### src/rtl/clip_sequencer_pkg.sv
// Shared definitions for the clip sequencer: FSM state encoding and default sample width.
package audio_pkg;

    localparam int DATA_W_DEFAULT = 16;

    typedef enum logic [1:0] {
        IDLE      = 2'd0,
        RECORD    = 2'd1,
        PLAY_REQ  = 2'd2,
        PLAY_DATA = 2'd3
    } seq_state_e;

endpackage

### src/rtl/clip_sequencer_if.sv
// Single-port sample RAM bus between the sequencer (master) and the block RAM (slave).
interface clip_sequencer_if #(
    parameter int CLIP_W = 2,
    parameter int ADDR_W = 15,
    parameter int DATA_W = audio_pkg::DATA_W_DEFAULT
) ();

    logic                     mem_en;
    logic                     mem_we;
    logic [CLIP_W+ADDR_W-1:0] mem_addr;
    logic [DATA_W-1:0]        mem_wdata;
    logic [DATA_W-1:0]        mem_rdata;

    modport master (
        output mem_en,
        output mem_we,
        output mem_addr,
        output mem_wdata,
        input  mem_rdata
    );

    modport slave (
        input  mem_en,
        input  mem_we,
        input  mem_addr,
        input  mem_wdata,
        output mem_rdata
    );

endinterface

### src/rtl/clip_sequencer_len_table.sv
// Per-clip recorded-length register file: one write port, one combinational read port.
module clip_len_table #(
    parameter int NUM_CLIPS = 4,
    parameter int LEN_W     = 16,
    localparam int CLIP_W   = $clog2(NUM_CLIPS)
) (
    input  logic              clock_i,
    input  logic              reset_i,
    input  logic              wr_en,
    input  logic [CLIP_W-1:0] wr_clip,
    input  logic [LEN_W-1:0]  wr_len,
    input  logic [CLIP_W-1:0] rd_clip,
    output logic [LEN_W-1:0]  rd_len
);

    logic [LEN_W-1:0]     len_reg [NUM_CLIPS];
    logic [NUM_CLIPS-1:0] entry_we;

    generate
        for (genvar gi = 0; gi < NUM_CLIPS; gi++) begin : g_entry
            assign entry_we[gi] = wr_en && (wr_clip == CLIP_W'(gi));
        end
    endgenerate

    always_ff @(posedge clock_i) begin
        for (int i = 0; i < NUM_CLIPS; i++) begin
            if (reset_i) begin
                len_reg[i] <= '0;
            end else if (entry_we[i]) begin
                len_reg[i] <= wr_len;
            end
        end
    end

    assign rd_len = len_reg[rd_clip];

endmodule

### src/rtl/clip_sequencer.sv
// Record/playback sequencer for NUM_CLIPS clips sharing one single-port sample RAM,
// with per-clip length tracking, early stop and looped playback.
module clip_sequencer
    import audio_pkg::*;
#(
    parameter int NUM_CLIPS = 4,
    parameter int ADDR_W    = 15,
    parameter int DATA_W    = DATA_W_DEFAULT,
    localparam int CLIP_W   = $clog2(NUM_CLIPS),
    localparam int LEN_W    = ADDR_W + 1
) (
    input  logic                clock_i,
    input  logic                reset_i,
    input  logic                play_i,
    input  logic                record_i,
    input  logic                stop_i,
    input  logic                loop_i,
    input  logic [CLIP_W-1:0]   play_clip_i,
    input  logic [CLIP_W-1:0]   record_clip_i,
    input  logic                rec_valid_i,
    input  logic [DATA_W-1:0]   rec_data_i,
    input  logic                sample_tick_i,
    output logic                play_valid_o,
    output logic [DATA_W-1:0]   play_data_o,
    clip_sequencer_if.master    mem,
    output logic [1:0]          state_o,
    output logic [CLIP_W-1:0]   active_clip_o
);

    localparam logic [ADDR_W-1:0] PTR_LAST = '1;

    seq_state_e          state_reg, state_next;
    logic [CLIP_W-1:0]   clip_reg, clip_next;
    logic [ADDR_W-1:0]   wr_ptr_reg, wr_ptr_next;
    logic [ADDR_W-1:0]   rd_ptr_reg, rd_ptr_next;
    logic [DATA_W-1:0]   play_data_reg, play_data_next;
    logic                play_valid_reg, play_valid_next;

    logic                len_we;
    logic [LEN_W-1:0]    len_wdata;
    logic [CLIP_W-1:0]   len_rclip;
    logic [LEN_W-1:0]    len_rdata;
    logic [LEN_W-1:0]    written_len;

    logic                mem_en;
    logic                mem_we;
    logic [CLIP_W+ADDR_W-1:0] mem_addr;
    logic [DATA_W-1:0]   mem_wdata;

    // In IDLE the lookup serves the play-command check; otherwise it serves the end-of-clip test.
    assign len_rclip = (state_reg == IDLE) ? play_clip_i : clip_reg;

    clip_len_table #(
        .NUM_CLIPS (NUM_CLIPS),
        .LEN_W     (LEN_W)
    ) u_len_table (
        .clock_i (clock_i),
        .reset_i (reset_i),
        .wr_en   (len_we),
        .wr_clip (clip_reg),
        .wr_len  (len_wdata),
        .rd_clip (len_rclip),
        .rd_len  (len_rdata)
    );

    always_ff @(posedge clock_i) begin
        if (reset_i) begin
            state_reg      <= IDLE;
            clip_reg       <= '0;
            wr_ptr_reg     <= '0;
            rd_ptr_reg     <= '0;
            play_data_reg  <= '0;
            play_valid_reg <= 1'b0;
        end else begin
            state_reg      <= state_next;
            clip_reg       <= clip_next;
            wr_ptr_reg     <= wr_ptr_next;
            rd_ptr_reg     <= rd_ptr_next;
            play_data_reg  <= play_data_next;
            play_valid_reg <= play_valid_next;
        end
    end

    always_comb begin
        state_next      = state_reg;
        clip_next       = clip_reg;
        wr_ptr_next     = wr_ptr_reg;
        rd_ptr_next     = rd_ptr_reg;
        play_data_next  = play_data_reg;
        play_valid_next = 1'b0;
        len_we          = 1'b0;
        len_wdata       = '0;
        mem_en          = 1'b0;
        mem_we          = 1'b0;
        mem_addr        = '0;
        mem_wdata       = '0;
        written_len     = {1'b0, wr_ptr_reg} + LEN_W'(rec_valid_i);

        case (state_reg)
            IDLE: begin
                if (record_i) begin
                    state_next  = RECORD;
                    clip_next   = record_clip_i;
                    wr_ptr_next = '0;
                end else if (play_i && (len_rdata != '0)) begin
                    state_next  = PLAY_REQ;
                    clip_next   = play_clip_i;
                    rd_ptr_next = '0;
                end
            end
            RECORD: begin
                if (rec_valid_i) begin
                    mem_en      = 1'b1;
                    mem_we      = 1'b1;
                    mem_addr    = {clip_reg, wr_ptr_reg};
                    mem_wdata   = rec_data_i;
                    wr_ptr_next = wr_ptr_reg + ADDR_W'(1);
                end
                // A sample arriving with stop is still counted in the committed length.
                if (stop_i || (rec_valid_i && (wr_ptr_reg == PTR_LAST))) begin
                    len_we     = 1'b1;
                    len_wdata  = written_len;
                    state_next = IDLE;
                end
            end
            PLAY_REQ: begin
                if (stop_i) begin
                    state_next = IDLE;
                end else if (sample_tick_i) begin
                    mem_en     = 1'b1;
                    mem_addr   = {clip_reg, rd_ptr_reg};
                    state_next = PLAY_DATA;
                end
            end
            PLAY_DATA: begin
                play_data_next  = mem.mem_rdata;
                play_valid_next = 1'b1;
                if (stop_i) begin
                    state_next = IDLE;
                end else if (({1'b0, rd_ptr_reg} + LEN_W'(1)) == len_rdata) begin
                    rd_ptr_next = '0;
                    state_next  = loop_i ? PLAY_REQ : IDLE;
                end else begin
                    rd_ptr_next = rd_ptr_reg + ADDR_W'(1);
                    state_next  = PLAY_REQ;
                end
            end
            default: state_next = IDLE;
        endcase
    end

    // RAM strobes are combinational; gating with reset keeps a mid-record reset from writing.
    assign mem.mem_en    = mem_en & ~reset_i;
    assign mem.mem_we    = mem_we & ~reset_i;
    assign mem.mem_addr  = reset_i ? '0 : mem_addr;
    assign mem.mem_wdata = reset_i ? '0 : mem_wdata;

    assign play_valid_o  = play_valid_reg;
    assign play_data_o   = play_data_reg;
    assign state_o       = state_reg;
    assign active_clip_o = (state_reg == IDLE) ? '0 : clip_reg;

endmodule

### src/flat_wrapper.sv
// flat-port wrapper written by rule: the top's interface ports become plain ports
module clip_sequencer_flat import audio_pkg::*;
#(
    parameter int NUM_CLIPS = 4,
    parameter int ADDR_W    = 15,
    parameter int DATA_W    = DATA_W_DEFAULT,
    localparam int CLIP_W   = $clog2(NUM_CLIPS),
    localparam int LEN_W    = ADDR_W + 1
)
  (clock_i, reset_i, play_i, record_i, stop_i, loop_i, play_clip_i, record_clip_i, rec_valid_i, rec_data_i, sample_tick_i, play_valid_o, play_data_o, state_o, active_clip_o, mem_mem_en, mem_mem_we, mem_mem_addr, mem_mem_wdata, mem_mem_rdata);
  clip_sequencer_if #(.CLIP_W((2)), .ADDR_W(ADDR_W), .DATA_W(DATA_W)) mem_i ();
  input  logic clock_i;
  input  logic reset_i;
  input  logic play_i;
  input  logic record_i;
  input  logic stop_i;
  input  logic loop_i;
  input  logic [CLIP_W-1:0] play_clip_i;
  input  logic [CLIP_W-1:0] record_clip_i;
  input  logic rec_valid_i;
  input  logic [DATA_W-1:0] rec_data_i;
  input  logic sample_tick_i;
  output logic play_valid_o;
  output logic [DATA_W-1:0] play_data_o;
  output logic [1:0] state_o;
  output logic [CLIP_W-1:0] active_clip_o;
  output wire logic [$bits(mem_i.mem_en)-1:0] mem_mem_en;
  output wire logic [$bits(mem_i.mem_we)-1:0] mem_mem_we;
  output wire logic [$bits(mem_i.mem_addr)-1:0] mem_mem_addr;
  output wire logic [$bits(mem_i.mem_wdata)-1:0] mem_mem_wdata;
  input wire logic [$bits(mem_i.mem_rdata)-1:0] mem_mem_rdata;
  assign mem_mem_en = mem_i.mem_en;
  assign mem_mem_we = mem_i.mem_we;
  assign mem_mem_addr = mem_i.mem_addr;
  assign mem_mem_wdata = mem_i.mem_wdata;
  assign mem_i.mem_rdata = mem_mem_rdata;
  clip_sequencer #(.NUM_CLIPS(NUM_CLIPS), .ADDR_W(ADDR_W), .DATA_W(DATA_W)) u_core (.clock_i(clock_i), .reset_i(reset_i), .play_i(play_i), .record_i(record_i), .stop_i(stop_i), .loop_i(loop_i), .play_clip_i(play_clip_i), .record_clip_i(record_clip_i), .rec_valid_i(rec_valid_i), .rec_data_i(rec_data_i), .sample_tick_i(sample_tick_i), .play_valid_o(play_valid_o), .play_data_o(play_data_o), .mem(mem_i), .state_o(state_o), .active_clip_o(active_clip_o));
endmodule
### config.mk
export PLATFORM = sky130hd
export DESIGN_NAME = clip_sequencer_flat
export DESIGN_NICKNAME = d
export VERILOG_FILES = /design/src/rtl/clip_sequencer_pkg.sv /design/src/rtl/clip_sequencer_if.sv /design/src/rtl/clip_sequencer_len_table.sv /design/src/rtl/clip_sequencer.sv /design/src/flat_wrapper.sv
export SDC_FILE = /design/constraint.sdc
export NUM_CORES = 1
export LEC_CHECK = 0
export BUFFER_PORTS_ARGS = -buffer_cell sky130_fd_sc_hd__buf_4
export CAP_MARGIN = 25
export CORE_MARGIN = 10
export CORE_UTILIZATION = 50
export CTS_BUF_LIST = sky130_fd_sc_hd__clkbuf_8 sky130_fd_sc_hd__clkbuf_16
export DETAILED_ROUTE_END_ITERATION = 10
export PLACE_DENSITY = 0.74
export REMOVE_ABC_BUFFERS = 1
export SLEW_MARGIN = 30
export SYNTH_ARGS = -nofsm -noshare
export SYNTH_HDL_FRONTEND = slang
export SYNTH_HIERARCHICAL = 1
export SYNTH_SLANG_ARGS = --single-unit
### constraint.sdc
create_clock -name clock_i -period 11 [get_ports clock_i]
set_input_delay 0 -clock clock_i [delete_from_list [all_inputs] [get_ports clock_i]]
set_output_delay 0 -clock clock_i [all_outputs]
set_load 0.005 [all_outputs]
* Yosys cells after proc, flatten, opt, wreduce, memory -nomap -nowiden
Memory sizes are Yosys's and may differ from the RTL's. Cells that the tools add are included.
Word-level totals: bits in writable memories 64, memories 1, word-level logic and storage cells 108, memory bits (read-only) 0, register bits after elaboration 51, output and inout bits 56, latch bits 0, input port bits 44
Memories:
- u_core.u_len_table.len_reg | depth 4, width 16, rd ports 1, clocked after memory_dff 0, write ports 4, RTL line clip_sequencer_len_table.sv:16 | logic [LEN_W-1:0] len_reg [NUM_CLIPS];
Cells by class: add/subtract/negate cells 4, divide/modulo/power cells 0, multiplexer cells 57, reductions and logical operators 17, bitwise logic cells 7, multiply operators 0, shift-type cells 0, $lt $le $gt $ge 0, equal/unequal tests 16
Operators by type and width (number):
- two-way mux 16 bit | 9
- two-way mux 15 bit | 6
- two-way mux 17 bit | 4
- case mux 15 bit (2 select lines) | 2
- case mux 17 bit (2 select lines) | 1
- adder 15 x 1 -> 15 bit, second input constant | 2
- two-way mux 2 bit | 12
- two-way mux 1 bit | 21
- adder 15 x 1 -> 16 bit | 1
- adder 15 x 1 -> 16 bit, second input constant | 1
- equality test 16 bit | 1
- nonzero test 16 bit | 1
- equality test 15 bit, second input constant | 1
- inequality test 2 bit, second input constant | 5
- equality test 2 bit, second input constant | 4
- case mux 2 bit (4 select lines) | 1
- logical AND 1 bit | 6
- inequality test 3 bit, second input constant | 2
- AND reduction 3 bit | 2
- nonzero test 2 bit | 3
- equality test 2 x 1 -> 1 bit, second input constant | 2
- zero test 2 bit | 2
- OR 1 bit | 4
- AND reduction 4 bit | 1
- 6 further kinds | 7

* Logic depth before layout (Yosys ltp)
Gate-level depths: netlist of run 1.
depth in word-level cells 10, depth in mapped cells 17, gate-level depth less buffers 13

* By module
Netlist of run 1, hierarchy kept.
By module, submodules not included:
- clip_sequencer | cells each 478, times used 1, sequential area each 1021.0 um^2, area each 3578.4 um^2
- clip_len_table | cells each 184, times used 1, sequential area each 1921.8 um^2, area each 2813.9 um^2

* Worst setup path before layout of run 1
OpenSTA, ideal clock, no wires.
path kind reg2reg, start reg u_core.state_reg[0], in the netlist u_core/state_o[0], end reg u_core.rd_ptr_reg[9], period minus slack after synthesis 3.880 ns, stages on the path, launching flop included 18, setup time 0.136 ns, path slack 7.120 ns, buffers on the path 4, data arrival time 3.744 ns, data required time 10.864 ns, cells stage by stage dfxtp_1 inv_1 ha_1 clkbuf_1 nor2b_1 a21o_1 buf_6 buf_12 mux4_2 xnor2_1 or3_1 a21oi_1 o221ai_1 or4_4 o211a_4 buf_6 nand3_1 o311ai_1
Between the ends: word-level cells in the longest chain between the ends 7, elaborated cells between the ends (all ways) 15, classes of those cells 5 x eq/ne; 4 x mux; 5 x reduce/logical; 1 x memory
RTL lines:
- start: declaration | RTL line clip_sequencer.sv:32 | seq_state_e state_reg, state_next;
- start signal: assignment | RTL line clip_sequencer.sv:75 | state_reg <= state_next;
- zero test 2 bit (*) | RTL line clip_sequencer.sv:51 | assign len_rclip = (state_reg == IDLE) ? play_clip_i : clip_reg;
- two-way mux 2 bit (*) | RTL line clip_sequencer.sv:51
- via u_core.len_rclip[0] | RTL line clip_sequencer.sv:41 | logic [CLIP_W-1:0] len_rclip;
- memory (4 x 16 bit) (*)
- via u_core.len_rdata[5] | RTL line clip_sequencer.sv:42 | logic [LEN_W-1:0] len_rdata;
- equality test 16 bit or nonzero test 16 bit (tied branches) | RTL line clip_sequencer.sv:140, clip_sequencer.sv:105
- two-way mux 15 bit or logical AND 1 bit (tied branches) | RTL line clip_sequencer.sv:140, clip_sequencer.sv:105
- two-way mux 15 bit or inequality test 2 bit (tied branches)
- case mux 15 bit (2 select lines) or AND reduction 4 bit (tied branches)
- end signal: assignment | RTL line clip_sequencer.sv:78 | rd_ptr_reg <= rd_ptr_next;
- end: declaration | RTL line clip_sequencer.sv:35 | logic [ADDR_W-1:0] rd_ptr_reg, rd_ptr_next;
Mark *: on every way through the listed nets, which the timed path passes. The rest lies on a longest branch. The select of a mux whose other input is x is not followed. A chain may end at the register's enable or synchronous reset.

* Worst setup path after layout of run 1
start reg u_core.state_reg[0], in the netlist u_core/state_o[0], end reg u_core.state_reg[1], in the netlist u_core/state_o[1]
Between the ends: word-level cells in the longest chain between the ends 7, elaborated cells between the ends (all ways) 16, classes of those cells 7 x eq/ne; 4 x mux; 4 x reduce/logical; 1 x memory
RTL lines (RTL line):
- zero test 2 bit (*) | clip_sequencer.sv:51
- two-way mux 2 bit (*) | clip_sequencer.sv:51
- via u_core.len_rclip[1] | clip_sequencer.sv:41
- memory (4 x 16 bit) (*)
- via u_core.len_rdata[13] | clip_sequencer.sv:42
- equality test 16 bit or nonzero test 16 bit (tied branches) | clip_sequencer.sv:140, clip_sequencer.sv:105
- two-way mux 2 bit or logical AND 1 bit (tied branches) | clip_sequencer.sv:140, clip_sequencer.sv:105
- two-way mux 2 bit or inequality test 3 bit (tied branches)
- case mux 2 bit (4 select lines) or AND reduction 3 bit (tied branches)
Mark *: on every way through the listed nets, which the timed path passes. The rest lies on a longest branch.

==> impl_metrics.csv, run 1 <==
group,metric,value,unit
cts,clockBufferDepth,2,
power,total_power,0.00135,W
critical_path,cp-start-kind,"flop",
sta,relSlewSlack,0.372,
layout,drive_gt1_frac,0.200,
place,place_inst,890,
place,io_buffers,99,
sta,maxSlewViolCount,0,
cts,cts_made_buffers,17,
sta,min_period,4.91,ns
critical_path,cp.required,11.30,ns
global_route,grt_first_pass_wirelength,30.8,mm
global_route,grt_start_max_net_pins,49,
cts,cts_resized,0,
cts,tritoncts,"built",
layout,largest_reg_flops,64,
sta,fin_tns_setup,0,ns
cts,worstSkewPairLatency,0.42,ns
die,io_pins,100,
die,coreArea,12600,µm²
min_path,hold_path_startpoint,"reset_i",
detailed_routing,vias,5679,
sta,fin_skew,0.00749,ns
yosys,synth_area_leaders,"edfxtp_1 (30%), dfxtp_1 (16%), nor2_1 (8.6%), mux4_2 (3.5%), mux2i_1 (3.4%)",
flow_run,maxCapViolCount,0,
place,globalplace.congestion,0.989,
layout,n_antenna_cell,0,
global_route,track_usage,0.217,
critical_path,endpoint_kind,"flop",
cts,htree_num_levels,4,
yosys,async_reset_ff_frac,0,
power,leakagePower,3.05,nW
global_route,grt_pass1_vias,5644,
sta,worstMarginPinSlew,0.941,ns
detailed_routing,via_per_inst,5.97,
place,place_hpwl,13.3,mm
detailed_routing,dr.pass1.iters,6,
layout,stdcell_count,951,
cts,clockRootBuffer,"clkbuf_16",
die,num_rows,41,
cts,clkTransAtPathRegs,0.06,ns
die,initial_core_util,0.509,
sta,finalSetupViolations,0,
detailed_routing,drt-total-wl,19.3,mm
global_route,antenna_found_initial,0,
critical_path,crit_type,"flop to flop",
sta,fmax,0.204,GHz
yosys,yosysWarningCount,6,
detailed_routing,initialDrtViolationCount,775,
status,status,"complete, no violations",
layout,final_common_cell,"nor2_1",
critical_path,cp-startpoint,"u_core/state_o[0]",
sta,hold_viol,0,
layout,n_fill_cell,962,
place,place_area,7160,µm²
min_path,hp-class,"input pin to flop",
layout,syn2layout_area_growth,27.4,%
cts,cts_sinks,115,
yosys,yosys.area.top_type,"edfxtp_1",
yosys,synthesis.area,6390,µm²
yosys,synth-main-ff-cell,"edfxtp_1",
yosys,synth_edf_count,64,
layout,fin_area,8150,µm²
yosys,avgSynthCellArea,9.66,µm²
layout,layout_common_cells,"nor2_1 (146), buf_4 (102), edfxtp_1 (64), dfxtp_1 (51), nand2_1 (39)",
sta,rsz0062_at_grt,"false",
die,fp.dieH,133,µm
yosys,synth_cells,662,
sta,fin_crit_sh,0.447,
power,powerDensity,166,nW/µm²
layout,nets,818,
yosys,synth.top_cell.area_share,0.301,
critical_path,regToRegStartpoint,"u_core/state_o[0]",
global_route,overflow,0,
detailed_routing,drc,0,
power,ir_drop,0.000106,V
detailed_routing,ant_nets,0,
die,die_area,17700,µm²
critical_path,arrival,5.21,ns
yosys,ys_seq_area_frac,0.460,
yosys,yosysUniqueCellTypes,57,
detailed_routing,wl_per_cell,20.3,µm
critical_path,crit_fanout,16,
yosys,ys_seq_elements,115,
die,die_w,133,µm
power breakdown:
part	total, W	switching, W	internal [W]
clock	0.000632	0.000202	0.000430
combinational	0.000241	0.000141	0.000100
sequential	0.000479	0.00000885	0.000470
repair_timing:
action | CTS | global route
setup buffers | 0 | 0
endpoints found under the hold margin | 20 | 0
hold buffers | 29 | 0
layout make-up:
class | count | area (µm²) | share of cell area
Sequential cell | 115 | 2940 | 0.361
Multi-Input combinational cell | 488 | 3210 | 0.394
Tap cell | 172 | 215 | 0.0264
Clock buffer | 18 | 439 | 0.0539
Clock inverter | 14 | 234 | 0.0287
Timing Repair Buffer | 131 | 1060 | 0.130
Inverter | 13 | 48.8 | 0.00599
stage by stage:
step	utilization	hold WS [ns]	setup WS, ns
floorplan	-	0.0691	6.91
global placement	0.570	0.232	6.57
detailed placement	0.570	0.245	6.41
CTS	0.646	0.000147	5.93
global route	0.648	0.0208	5.92
finish	0.648	0.0127	6.09
synth_stat cells, drive strengths merged (4+ instances only):
master and instances:
or3 8, o21bai 5, clkbuf 25, nand3 27
buf 21, nor2 146, a22oi 16, nand2 39
o21ai 16, nand3b 16, ha 8, xor2 21
mux2i 22, and3 20, dfxtp 51, nor4 4
nor2b 5, o311ai 9, mux4 16, edfxtp 64
nor3 7, a21oi 19, nand4 12, inv 13
and2 9, nand2b 11, xnor2 21
worst max-delay path: stages (launching register included):
cell and delay [ns]:
dfxtp_1 0.39, inv_1 0.10, ha_1 0.38, nor2b_1 0.29, a21o_1 0.60, mux4_2 0.47
or3_1 0.37, o311ai_0 0.52, nand3_1 0.17, or4_1 0.63, nor3_1 0.21, nor3b_1 0.08
dlygate4sd3_1 0.57
worst paths after layout:
check / depth (start not counted) / slack [ns] / to
min reg2reg: 2 / 0.50 / u_core/play_data_o[7]
min: 2 / 0.01 / u_core/play_data_o[7]
max: 12 / 6.09 / u_core/state_o[1]
max reg2reg: 12 / 6.09 / u_core/state_o[1]
kinds of logic (layout without fill, tap and decap cells):
family                   Yosys count  after routing  share of synthesized area
AO/OA/AOI/OAI                     82             82                     0.0867
XOR/XNOR                          42             42                     0.0575
adder cells (fa/ha/maj)            8              8                     0.0157
buffers and inverters             59            176                     0.0436
flip-flops                       115            115                      0.460
multiplexers                      40             40                     0.0979
AND/OR/NAND/NOR                  316            316                      0.238
routing by layer:
layer  wire, µm  global-route usage
met5          0                   0
met4        573              0.0801
met3       1830              0.0696
met2       9050               0.355
met1       7840               0.262
No activity file was read; power rests on OpenSTA's default activity.
==> run 2, diff against run 1 <==
--- a/config.mk
+++ b/config.mk
@@ -5,13 +5,14 @@
 export SDC_FILE = /design/constraint.sdc
 export NUM_CORES = 1
 export LEC_CHECK = 0
+export ABC_AREA = 1
 export BUFFER_PORTS_ARGS = -buffer_cell sky130_fd_sc_hd__buf_4
 export CAP_MARGIN = 25
 export CORE_MARGIN = 10
 export CORE_UTILIZATION = 50
 export CTS_BUF_LIST = sky130_fd_sc_hd__clkbuf_8 sky130_fd_sc_hd__clkbuf_16
 export DETAILED_ROUTE_END_ITERATION = 10
-export PLACE_DENSITY = 0.74
+export PLACE_DENSITY = 0.76
 export REMOVE_ABC_BUFFERS = 1
 export SLEW_MARGIN = 30
 export SYNTH_ARGS = -nofsm -noshare
==> constraint.sdc (replaced) <==
create_clock -name clock_i -period 4.05 [get_ports clock_i]
set_input_delay 0 -clock clock_i [delete_from_list [all_inputs] [get_ports clock_i]]
set_output_delay 0 -clock clock_i [all_outputs]
set_load 0.005 [all_outputs]
==> run 2 against run 1 <==
Against the previous run: synthesized cell count up 50%; highest routed layer unchanged; non-clock buffer count fell by 1; power rose to 2.9 times the previous value; via count up 19%.
==> impl_metrics.csv, run 2 <==
group,metric,value,unit
critical_path,slowest_delay,0.34,ns
detailed_routing,wl_met2,10.1,mm
cts,clockBufferDepth,2,
layout,layout_common_cells,"nand2_1 (209), nor2_1 (184), inv_1 (181), buf_4 (110), nand3_1 (72)",
status,status,"complete, no violations",
yosys,synth_cells,992,
sta,fmax,0.285,GHz
critical_path,crit_buf_inv,4,
critical_path,crit_fanout,23,
place,io_buffers,99,
sta,fin_crit_sh,0.867,
cts,clockRootBuffer,"clkbuf_16",
layout,fin_area,8530,µm²
detailed_routing,drc,0,
global_route,grt_pass1_vias,6563,
critical_path,cp.required,4.36,ns
detailed_routing,top_layer_used,"met4",
die,fp.dieH,137,µm
min_path,hp-class,"input pin to flop",
sta,hold_viol,0,
yosys,synthesis.area,6850,µm²
yosys,synth.top_cell.area_share,0.281,
sta,maxSlewViolCount,0,
detailed_routing,met1_length,8.51,mm
cts,cts_sinks,115,
place,place_area,7740,µm²
sta,relSlewSlack,0.516,
yosys,yosysUniqueCellTypes,37,
cts,tritoncts,"built",
detailed_routing,via_per_inst,5.24,
detailed_routing,vias,6779,
critical_path,critPathTopFamily,"simple AND/OR/NAND/NOR gates",
die,initial_core_util,0.513,
cts,clkTransAtPathRegs,0.05,ns
critical_path,slowest_stage,"dfxtp_1",
detailed_routing,dr.pass1.iters,5,
yosys,synth_commonest_cells,"nand2_1 (209), nor2_1 (184), inv_1 (181)",
global_route,grt_start_max_net_pins,39,
sta,rsz0062_at_grt,"false",
cts,cts_made_buffers,17,
die,die_area,18800,µm²
die,die_w,137,µm
yosys,ys_seq_area_frac,0.430,
power,leakagePower,3.72,nW
die,io_pins,100,
power,powerDensity,453,nW/µm²
global_route,track_usage,0.226,
layout,seqCellArea,2940,µm²
cts,htree_num_levels,4,
yosys,synth_edf_count,64,
critical_path,cp-start-kind,"flop",
sta,finalSetupViolations,0,
layout,nets,1157,
critical_path,arrival,3.82,ns
yosys,synth.most_common_cell,"nand2_1",
yosys,ys_seq_elements,115,
yosys,synth-main-ff-cell,"edfxtp_1",
global_route,overflow,0,
yosys,yosys.area.top_type,"edfxtp_1",
global_route,grt_first_pass_wirelength,33.4,mm
layout,syn2layout_area_growth,24.6,%
place,globalplace.congestion,0.961,
critical_path,endpoint_kind,"flop",
critical_path,crit_type,"flop to flop",
layout,largest_reg_flops,64,
layout,drive_gt1_frac,0.150,
detailed_routing,drt-total-wl,21.1,mm
sta,whs,0.0250,ns
cts,cts_resized,0,
sta,fin_skew,0.00919,ns
critical_path,worstPathCellList,"inv_1, ha_1, inv_1, o21bai_1, inv_1, nand3_1, nand2_1, nor4_1, a31oi_1, nand2_1, o21ai_0, nand2_1, buf_4, nand2_1, nand2_1, nor2_1",
sta,min_period,3.51,ns
power,total_power,0.00386,W
layout,n_fill_cell,1205,
critical_path,crit_top_cell,"nand2_1",
detailed_routing,ant_nets,0,
power,ir_drop,0.000232,V
die,num_rows,42,
cts,worstSkewPairLatency,0.42,ns
yosys,yosysWarningCount,6,
yosys,avgSynthCellArea,6.90,µm²
sta,worstMarginPinSlew,0.725,ns
detailed_routing,wl_met3,1.86,mm
place,place_hpwl,14.9,mm
layout,stdcell_count,1294,
detailed_routing,initialDrtViolationCount,688,
flow_run,maxCapViolCount,0,
yosys,async_reset_ff_frac,0,
die,coreArea,13300,µm²
yosys,synth_area_leaders,"edfxtp_1 (28%), dfxtp_1 (15%), nand2_1 (11%), nor2_1 (10%), inv_1 (9.9%)",
layout,multi_input_area,3060,µm²
layout,finalCoreUtilization,0.639,
layout,n_antenna_cell,0,
global_route,antenna_found_initial,0,
place,place_inst,1242,
detailed_routing,wl_per_cell,16.3,µm
layout,final_common_cell,"nand2_1",
## run 2: cell count changes after synthesis, sizes merged, moves of 20 or more
cell / delta
nor2: +46
nand2: +173
nand3: +47
inv: +170
mux2i: -22
o21ai: +22
xnor2: -20
a21oi: +23
nor3: +25
and3: -20
## run 2: repair_timing
item / in CTS / in global routing
endpoints found under the hold margin: 21 / 0
setup buffers: 0 / 0
endpoints found under the setup margin: 0 / 0
hold buffers: 20 / 0
## run 2: layout make-up
class,instances,area share
clock inverters,15,0.0194
flip-flops and latches,115,0.345
multi-input cells,657,0.359
clock buffers,17,0.0499
well taps,176,0.0258
repair buffers,130,0.120
inverters,184,0.0810
## run 2: path summary, 6_finish.rpt
| path | depth (start not counted) | from | slack (ns) | to |
|---|---|---|---|---|
| hold reg to reg | 2 | u_core/play_data_o[2] | 0.50 | u_core/play_data_o[2] |
| setup / recovery | 16 | u_core/state_o[0] | 0.54 | u_core/rd_ptr_reg[12] |
| setup reg to reg | 16 | u_core/state_o[0] | 0.54 | u_core/rd_ptr_reg[12] |
| hold / removal | 4 | sample_tick_i | 0.03 | u_core/state_o[1] |
## run 2: cell families after synthesis
family | count (synthesis) | synth area share
flip-flops | 115 | 0.430
buffers and inverters | 220 | 0.124
AND/OR/NAND/NOR | 537 | 0.334
XOR/XNOR | 11 | 0.0141
AO/OA/AOI/OAI | 101 | 0.0841
adder cells (fa/ha/maj) | 8 | 0.0146
## run 2: where the power goes
group | total (W) | switching (W) | internal (W)
registers | 0.00139 | 0.0000709 | 0.00132
clock network | 0.00150 | 0.000544 | 0.000959
logic | 0.000973 | 0.000645 | 0.000328
total | 0.00386 | 0.00126 | 0.00260
## run 2: worst min-delay path: stages
cell	delay (ns)
buf_4	0.10
o22ai_1	0.10
nor2_1	0.10
a21oi_1	0.09
## run 2: routing by layer
layer  global-route usage  up-vias
met4               0.0808        0
met5                    0        -
met3               0.0711       48
met2                0.371      300
li1                     -     3356
met1                0.274     3075
## run 2: through the flow
stage / worst slack [ns] / TNS (ns)
floorplan: -0.381 / -5.45
global placement: 0.776 / 0
detailed placement: 0.688 / 0
CTS: 0.648 / 0
global route: 0.254 / 0
finish: 0.539 / 0
==> run 3, diff against run 2 <==
--- a/config.mk
+++ b/config.mk
@@ -9,10 +9,10 @@
 export BUFFER_PORTS_ARGS = -buffer_cell sky130_fd_sc_hd__buf_4
 export CAP_MARGIN = 25
 export CORE_MARGIN = 10
-export CORE_UTILIZATION = 50
+export CORE_UTILIZATION = 45
 export CTS_BUF_LIST = sky130_fd_sc_hd__clkbuf_8 sky130_fd_sc_hd__clkbuf_16
 export DETAILED_ROUTE_END_ITERATION = 10
-export PLACE_DENSITY = 0.76
+export PLACE_DENSITY = 0.7
 export REMOVE_ABC_BUFFERS = 1
 export SLEW_MARGIN = 30
 export SYNTH_ARGS = -nofsm -noshare
==> run 3 against run 2 <==
Against the previous run: count of clock-buffer cells in the layout up 3; cell count increased by 0.93%; power increased by 2.9%; worst setup slack got worse by 0.29 ns; via count down 0.24%; sequential cell count is the same.
==> impl_metrics.csv, run 3 (same netlist as run 2, synthesis figures left out) <==
group,metric,value,unit
global_route,grt_start_max_net_pins,39,
power,comb_power_share,0.251,
status,status,"complete, no violations",
place,io_buffers,99,
global_route,antenna_found_initial,0,
cts,cts_sinks,115,
cts,htree_num_levels,4,
critical_path,crit_type,"flop to flop",
cts,tritoncts,"built",
detailed_routing,drc,0,
global_route,track_usage,0.206,
sta,min_period,3.80,ns
detailed_routing,initialDrtViolationCount,659,
sta,maxSlewViolCount,0,
layout,final_common_cell,"nand2_1",
die,num_rows,45,
detailed_routing,vias,6763,
place,place_hpwl,15.1,mm
die,die_area,20500,µm²
place,dp_slack,0.699,ns
sta,fin_skew,0.0148,ns
flow_run,maxCapViolCount,0,
cts,clkTransAtPathRegs,0.05,ns
critical_path,endpoint_kind,"flop",
sta,hold_viol,0,
power,powerDensity,461,nW/µm²
min_path,hp-class,"input pin to flop",
power,p_int,0.00273,W
layout,largest_reg_flops,64,
detailed_routing,ant_nets,0,
layout,finalCoreUtilization,0.574,
power,power_frac_seq,0.349,
detailed_routing,via_per_inst,5.18,
cts,clockRootBuffer,"clkbuf_16",
cts,clockBufferDepth,2,
critical_path,cp.required,4.36,ns
detailed_routing,drt-total-wl,21.2,mm
sta,relSlewSlack,0.416,
die,io_pins,100,
power,switching_share,0.312,
sta,worstMarginPinSlew,0.875,ns
sta,fmax,0.263,GHz
power,switchingPower,0.00124,W
die,die_w,143,µm
layout,layout_common_cells,"nand2_1 (208), nor2_1 (183), inv_1 (182), buf_4 (106), nand3_1 (72)",
cts,cts_made_buffers,17,
critical_path,cp-start-kind,"flop",
power,total_power,0.00398,W
layout,n_antenna_cell,0,
place,place_area,7750,µm²
die,fp.dieH,143,µm
global_route,overflow,0,
power,power_frac_clock,0.400,
layout,n_fill_cell,1368,
sta,whs,0.0253,ns
sta,setup_ws,0.253,ns
global_route,grt_pass1_vias,6499,
global_route,grt_first_pass_wirelength,33.3,mm
layout,syn2layout_area_growth,26.1,%
critical_path,crit_fanout,32,
power,leakagePower,3.76,nW
layout,nets,1157,
layout,drive_gt1_frac,0.154,
detailed_routing,wl_per_cell,16.2,µm
die,initial_core_util,0.455,
critical_path,arrival,4.10,ns
die,coreArea,15000,µm²
place,globalplace.congestion,0.993,
sta,fin_crit_sh,0.937,
layout,fin_area,8630,µm²
sta,finalSetupViolations,0,
power,ir_drop,0.000322,V
cts,worstSkewPairLatency,0.42,ns
detailed_routing,dr.pass1.iters,6,
-- run 3: per-layer routing --
metal | track usage | vias to the layer above | wire (µm)
li1 | - | 3351 | -
met1 | 0.255 | 3129 | 8660
met2 | 0.343 | 251 | 10600
met3 | 0.0502 | 32 | 1560
met4 | 0.0688 | 0 | 361
met5 | 0 | - | 0
-- run 3: cell type report --
| class | instances | area, µm² | share of cell area |
|---|---|---|---|
| clock inverters | 12 | 164 | 0.0190 |
| multi-input cells | 657 | 3090 | 0.358 |
| well taps | 188 | 235 | 0.0273 |
| repair buffers | 130 | 1040 | 0.121 |
| inverters | 184 | 691 | 0.0800 |
| clock buffers | 20 | 467 | 0.0541 |
| flip-flops and latches | 115 | 2940 | 0.341 |
-- run 3: final timing paths --
path	from	end	slack, ns	cells past startpoint
setup reg to reg	u_core/state_o[0]	u_core/state_o[1]	0.25	21
setup / recovery	u_core/state_o[0]	u_core/state_o[1]	0.25	21
hold / removal	reset_i	u_core/wr_ptr_reg[0]	0.03	2
hold reg to reg	u_core/play_data_o[5]	u_core/play_data_o[5]	0.50	2
-- run 3: power groups by stage --
stage	Sequential, W	Combinational [W]	Clock (W)
after floorplan	0.00139	0.000618	0
after global placement	0.00141	0.000931	0
after detailed placement	0.00141	0.000935	0
after CTS	0.00139	0.000961	0.00161
after global routing	0.00140	0.00112	0.00165
final	0.00139	0.000998	0.00159
-- run 3: per-stage QoR --
stage          setup TNS [ns]  cells
6_report                    0   1306
5_1_grt               -0.0554   1306
4_1_cts                     0   1306
3_5_place_dp                0   1253
3_3_place_gp                0   1253
2_1_floorplan           -5.45    956
-- run 3: worst max-delay path, cell delays in order (launching register included) --
cell           delay [ns]
dfxtp_2              0.34
inv_1                0.14
ha_4                 0.21
inv_1                0.12
o21bai_4             0.19
inv_1                0.09
buf_8                0.18
nand2_1              0.09
nand3_1              0.08
nand2_2              0.11
xor2_1               0.15
nand2_1              0.06
nor2_1               0.11
nand3_1              0.08
nor2_1               0.09
nand3_1              0.10
nor2_2               0.15
nand3_1              0.12
nand2_1              0.08
dlygate4sd3_1        0.55
a21oi_1              0.07
dlygate4sd3_1        0.55
-- run 3: timing repair --
action / 4_1_cts / 5_1_grt
hold buffers: 21 / 0
setup endpoints to repair: 0 / 1
hold endpoints to repair: 19 / 0
setup buffers: 0 / 0
gates resized for setup: 0 / 12
